[config.mk]
export PLATFORM = sky130hd
export DESIGN_NAME = clk_div_prog
export DESIGN_NICKNAME = d
export VERILOG_FILES = /design/src/rtl/clk_div_pkg.sv /design/src/rtl/clk_div_chan.sv /design/src/rtl/clk_div_prog.sv
export SDC_FILE = /design/constraint.sdc
export NUM_CORES = 1
export LEC_CHECK = 0
export CAP_MARGIN = 10
export CORE_UTILIZATION = 60
export CTS_CLUSTER_SIZE = 24
export DETAILED_ROUTE_END_ITERATION = 16
export PLACE_DENSITY = 0.81
export SYNTH_ARGS = -nofsm -noshare
export SYNTH_HDL_FRONTEND = slang
export SYNTH_SLANG_ARGS = --single-unit
[constraint.sdc]
create_clock -name clk -period 4.4 [get_ports clk]
set_input_delay 0.88 -clock clk [delete_from_list [all_inputs] [get_ports clk]]
set_output_delay 0.88 -clock clk [all_outputs]
set_load 0.01 [all_outputs]
[src/rtl/clk_div_pkg.sv]
`default_nettype none
// +----------------------------------------------------------------------+
// | clk_div_pkg : shared types and constants for the programmable divider |
// | Revision    : 1.0                                                    |
// +----------------------------------------------------------------------+
package clk_div_pkg;

  localparam int DIV_WIDTH = 16;

  typedef logic [DIV_WIDTH-1:0] div_t;

  // Divisor values with special meaning: 0 halts a channel, 1 passes clk-rate ticks.
  localparam int DIV_STOP   = 0;
  localparam int DIV_BYPASS = 1;

endpackage : clk_div_pkg
`default_nettype wire

[src/rtl/clk_div_chan.sv]
`default_nettype none
// +----------------------------------------------------------------------+
// | clk_div_chan : one divider channel with glitch-free divisor update   |
// | Revision     : 1.0                                                   |
// +----------------------------------------------------------------------+
module clk_div_chan
  import clk_div_pkg::*;
#(
  parameter int WIDTH       = 16,
  parameter int DEFAULT_DIV = 12
) (
  input  logic             clk,
  input  logic             reset,
  input  logic             en_i,
  input  logic [WIDTH-1:0] div_i,
  input  logic             div_load_i,
  input  logic             sync_i,
  output logic             clk_out_o,
  output logic             tick_o,
  output logic             pend_o
);

  logic [WIDTH-1:0] cnt_q, cnt_d;
  logic [WIDTH-1:0] div_act_q, div_act_d;
  logic [WIDTH-1:0] div_pend_q, div_pend_d;
  logic             pend_q, pend_d;
  logic             clk_out_q, clk_out_d;
  logic             tick_q, tick_d;

  logic             w_run;
  logic             w_wrap;
  logic             w_apply;
  logic [WIDTH:0]   w_hi;

  assign w_run   = en_i && (div_act_q != WIDTH'(DIV_STOP));
  assign w_wrap  = w_run && (cnt_q == div_act_q - WIDTH'(DIV_BYPASS));
  // A stopped or idle channel has no period in flight, so any cycle is a boundary.
  assign w_apply = !w_run || w_wrap || (sync_i && en_i);
  assign w_hi    = ({1'b0, div_act_q} + {{WIDTH{1'b0}}, 1'b1}) >> 1;

  always_comb begin
    cnt_d      = cnt_q;
    div_act_d  = div_act_q;
    div_pend_d = div_pend_q;
    pend_d     = pend_q;
    clk_out_d  = 1'b0;
    tick_d     = 1'b0;

    if (!w_run) begin
      cnt_d = '0;
    end else begin
      clk_out_d = ({1'b0, cnt_q} < w_hi);
      tick_d    = w_wrap;
      cnt_d     = (w_wrap || sync_i) ? '0 : cnt_q + WIDTH'(1);
    end

    if (div_load_i) begin
      div_pend_d = div_i;
      if (w_apply) begin
        div_act_d = div_i;
        pend_d    = 1'b0;
      end else begin
        pend_d = 1'b1;
      end
    end else if (w_apply && pend_q) begin
      div_act_d = div_pend_q;
      pend_d    = 1'b0;
    end
  end

  always_ff @(posedge clk or posedge reset) begin
    if (reset) begin
      cnt_q      <= '0;
      div_act_q  <= WIDTH'(DEFAULT_DIV);
      div_pend_q <= WIDTH'(DEFAULT_DIV);
      pend_q     <= 1'b0;
      clk_out_q  <= 1'b0;
      tick_q     <= 1'b0;
    end else begin
      cnt_q      <= cnt_d;
      div_act_q  <= div_act_d;
      div_pend_q <= div_pend_d;
      pend_q     <= pend_d;
      clk_out_q  <= clk_out_d;
      tick_q     <= tick_d;
    end
  end

  assign clk_out_o = clk_out_q;
  assign tick_o    = tick_q;
  assign pend_o    = pend_q;

endmodule : clk_div_chan
`default_nettype wire

[src/rtl/clk_div_prog.sv]
`default_nettype none
// +----------------------------------------------------------------------+
// | clk_div_prog : multi-channel runtime-programmable clock divider      |
// | Revision     : 1.0                                                   |
// +----------------------------------------------------------------------+
module clk_div_prog
  import clk_div_pkg::*;
#(
  parameter int CHANNELS    = 2,
  parameter int WIDTH       = 16,
  parameter int DEFAULT_DIV = 12
) (
  input  logic                      clk,
  input  logic                      reset,
  input  logic [CHANNELS-1:0]       en,
  input  logic [CHANNELS*WIDTH-1:0] div_i,
  input  logic [CHANNELS-1:0]       div_load,
  input  logic                      sync_i,
  output logic [CHANNELS-1:0]       clk_out,
  output logic [CHANNELS-1:0]       tick,
  output logic [CHANNELS-1:0]       pend
);

  for (genvar c = 0; c < CHANNELS; c++) begin : g_chan
    clk_div_chan #(
      .WIDTH       (WIDTH),
      .DEFAULT_DIV (DEFAULT_DIV)
    ) u_chan (
      .clk        (clk),
      .reset      (reset),
      .en_i       (en[c]),
      .div_i      (div_i[c*WIDTH +: WIDTH]),
      .div_load_i (div_load[c]),
      .sync_i     (sync_i),
      .clk_out_o  (clk_out[c]),
      .tick_o     (tick[c]),
      .pend_o     (pend[c])
    );
  end

endmodule : clk_div_prog
`default_nettype wire

==> metrics.cfg <==
[detailed_routing]
viasPerCell = 5.893
wire_per_inst_microns = 17.37
drt-initial-drc-count = 233
via_count = 4608
first_pass_iters = 5
ant_nets = 0
drt-total-wl_microns = 13580
drc_errors = 0

[logic_synthesis]
syn-cell-area_sq_um = 6399
synthTopCellsByArea = dfrtp_1 37%, mux2_2 8.4%, xnor2_1 7.5%
async_flop_share = 1.000
yosysMostFrequentCell = dfrtp_1
netlist_instances = 623
synth_flop_cell = dfrtp_1
synth_fp_nets = 698
synth.distinct_cells = 52
synth_top_area_share = 0.3676
synth_edf_count = 0
synth_seq_cells = 102
synthTopCellsByCount = 94 x dfrtp_1, 66 x nor2_1, 55 x xnor2_1
yosys.area.top_type = dfrtp_1
avgSynthCellArea_sq_um = 10.27
synth_warnings = 0
ys_seq_area_frac = 0.4005

[timing]
finalCritPeriodShare = 0.8292
max_freq_ghz = 0.2741
hold_viol_final = 0
post-route-min-period_ns = 3.648
rsz0062_at_grt = false
worst_pin_slew_ns = 0.9544
maxSlewViolCount = 0
fin_tns_setup_ns = 0
fin_ws_ns = 0.7517
setup_violations = 0
skew_ns = 0.01092
slew_headroom = 0.3618

[clock_tree]
clock_latency_ns = 0.40
holdBufCountCts = 0
cts_sinks = 102
cts_tree = done
h-tree-depth = 3
clockBufferDepth = 2
cts_buffers = 9
clock-root-buffer = clkbuf_8
clkTransAtPathRegs_ns = 0.10
ctsResizeCount = 0
post_cts_buffers = 0

[power]
leakage_nw = 2.905
pwr_density_cell_nw_per_um2 = 332.1
irDropWorstVdd_v = 0.0002841

[floorplan]
dieWidth_microns = 105.3
die_y_microns = 105.3
fp-row-count = 37
ios = 45
design.core.area_sq_um = 10320
start_util = 0.6198
die_area_sq_um = 11080

[global_route]
grt_usage = 0.2690
grt_pass1_wl_microns = 23400
grt_max_degree = 41
grt_overflow = 0
antenna_found_initial = 0
grt_pass1_vias = 4835

[critical_path]
crit_arrival_ns = 3.93
crit_fanout = 18
endpoint_kind = register
slowest_stage = or4b_4
max_stage_delay_ns = 0.52
worstPathRequired_ns = 4.68
path_cells = inv_1 -> ha_1 -> or4b_4 -> or4_4 -> nor4b_2 -> a21oi_1 -> nor4_4 -> a211o_1 -> buf_4 -> o21a_4 -> mux2_2
crit_type = register to register
setup.worst_path.start_class = register

[final_layout]
nNetsFinal = 716
diodes = 0
syn2layout_area_growth_pct = 9.445
layout-drive-gt1-share = 0.1517

[placed_design]
portBuffers = 44
hpwlAfterDp_microns = 10020
gp_congestion = 0.8792
place_worst_setup_slack_ns = 0.8030

[flow_run]
cap_violations = 0

[worst_hold_path]
hold_path.class = register to register

[status]
run_status = completed

==> through the flow <==
stage,power [mW],utilization,hold slack [ns],cells,area [sq um]
after global routing,2.456,0.6783,0.5184,782,7003
after global placement,1.718,0.6597,0.4796,766,6810
after detailed placement,1.743,0.6597,0.4833,766,6810
final,2.326,0.6783,0.5020,782,7003
after floorplan,1.608,-,0.4669,623,6399
after CTS,2.339,0.6783,0.5071,782,7003
==> flip-flops by register name, summed over array words and instances, names as in the netlist <==
name                      count
g_chan.u_chan.clk_out_o       2
g_chan.u_chan.cnt_q          32
g_chan.u_chan.div_act_q      32
g_chan.u_chan.div_pend_q     32
g_chan.u_chan.pend_o          2
g_chan.u_chan.tick_o          2
==> final cells by class <==
class	count	area (sq um)
Multi-Input combinational cell	470	3567
Fill cell	778	3321
Sequential cell	102	2562
Timing Repair Buffer	48	470.5
Tap cell	136	170.2
Clock buffer	11	151.4
Clock inverter	5	41.29
Inverter	10	40.04
==> placed cells by master (no fill, tap or decap), drive strengths merged, types with 3 or more instances in the layout <==
master	n
dfrtp	94
nor2	66
mux2	64
xnor2	55
clkdlybuf4s50	44
xor2	42
ha	36
nand2	33
nand3	29
and3	17
nand4	17
a21oi	16
nor3	13
o21ai	12
inv	12
a21o	11
clkbuf	11
dfstp	8
or3	6
a211oi	5
nor4	5
or4	5
a31oi	4
nand2b	4
buf	4
o21a	4
o211ai	3
and2	3
nor4b	3
==> cell families after synthesis <==
kind of cell / Yosys count / share of synthesized area
xor+xnor: 97 / 0.1328
compound gates: 62 / 0.06316
fa+ha+maj: 36 / 0.07039
mux: 64 / 0.1185
simple gates: 211 / 0.1727
buf+inv: 51 / 0.04204
flops: 102 / 0.4005
==> metal layers <==
| metal | GRT usage | wire length, microns | up-vias |
|---|---|---|---|
| met3 | 0.04391 | 533 | 23 |
| li1 | - | - | 2203 |
| met5 | 0 | 0 | - |
| met4 | 0.1187 | 339 | 0 |
| met2 | 0.4535 | 6741 | 113 |
| met1 | 0.3414 | 5968 | 2269 |
==> power breakdown <==
part           switching (mW)  internal [mW]  total (mW)  leakage (nW)
registers               0.162           1.03        1.20          1.26
clock network           0.351          0.242       0.593        0.0926
logic                   0.252          0.286       0.538          1.55
total                   0.765           1.56        2.33          2.90
==> path summary, 6_finish.rpt <==
| path | from | to | slack (ns) | depth (start not counted) |
|---|---|---|---|---|
| setup / recovery | g_chan[1].u_chan.div_act_q[0] | g_chan[1].u_chan.div_act_q[14] | 0.75 | 11 |
| hold / removal | g_chan[0].u_chan.div_pend_q[15] | g_chan[0].u_chan.div_pend_q[15] | 0.50 | 1 |
| setup reg to reg | g_chan[1].u_chan.div_act_q[0] | g_chan[1].u_chan.div_act_q[14] | 0.75 | 11 |
| hold reg to reg | g_chan[0].u_chan.div_pend_q[15] | g_chan[0].u_chan.div_pend_q[15] | 0.50 | 1 |
| max in group asynchronous | reset | g_chan[1].u_chan.div_act_q[12] | 2.67 | 3 |
| min in group asynchronous | reset | g_chan[1].u_chan.div_pend_q[4] | 0.85 | 2 |
==> worst max-delay path, delay by kind of cell, from the launching register on <==
family	cells	cell delay, ns
adder cells (fa/ha/maj)	1	0.26
multiplexers	1	0.38
buffers and inverters	2	0.31
AND/OR/NAND/NOR	4	1.47
AO/OA/AOI/OAI	3	0.62
flip-flops	1	0.48
Power figures use the tool's default switching activity.
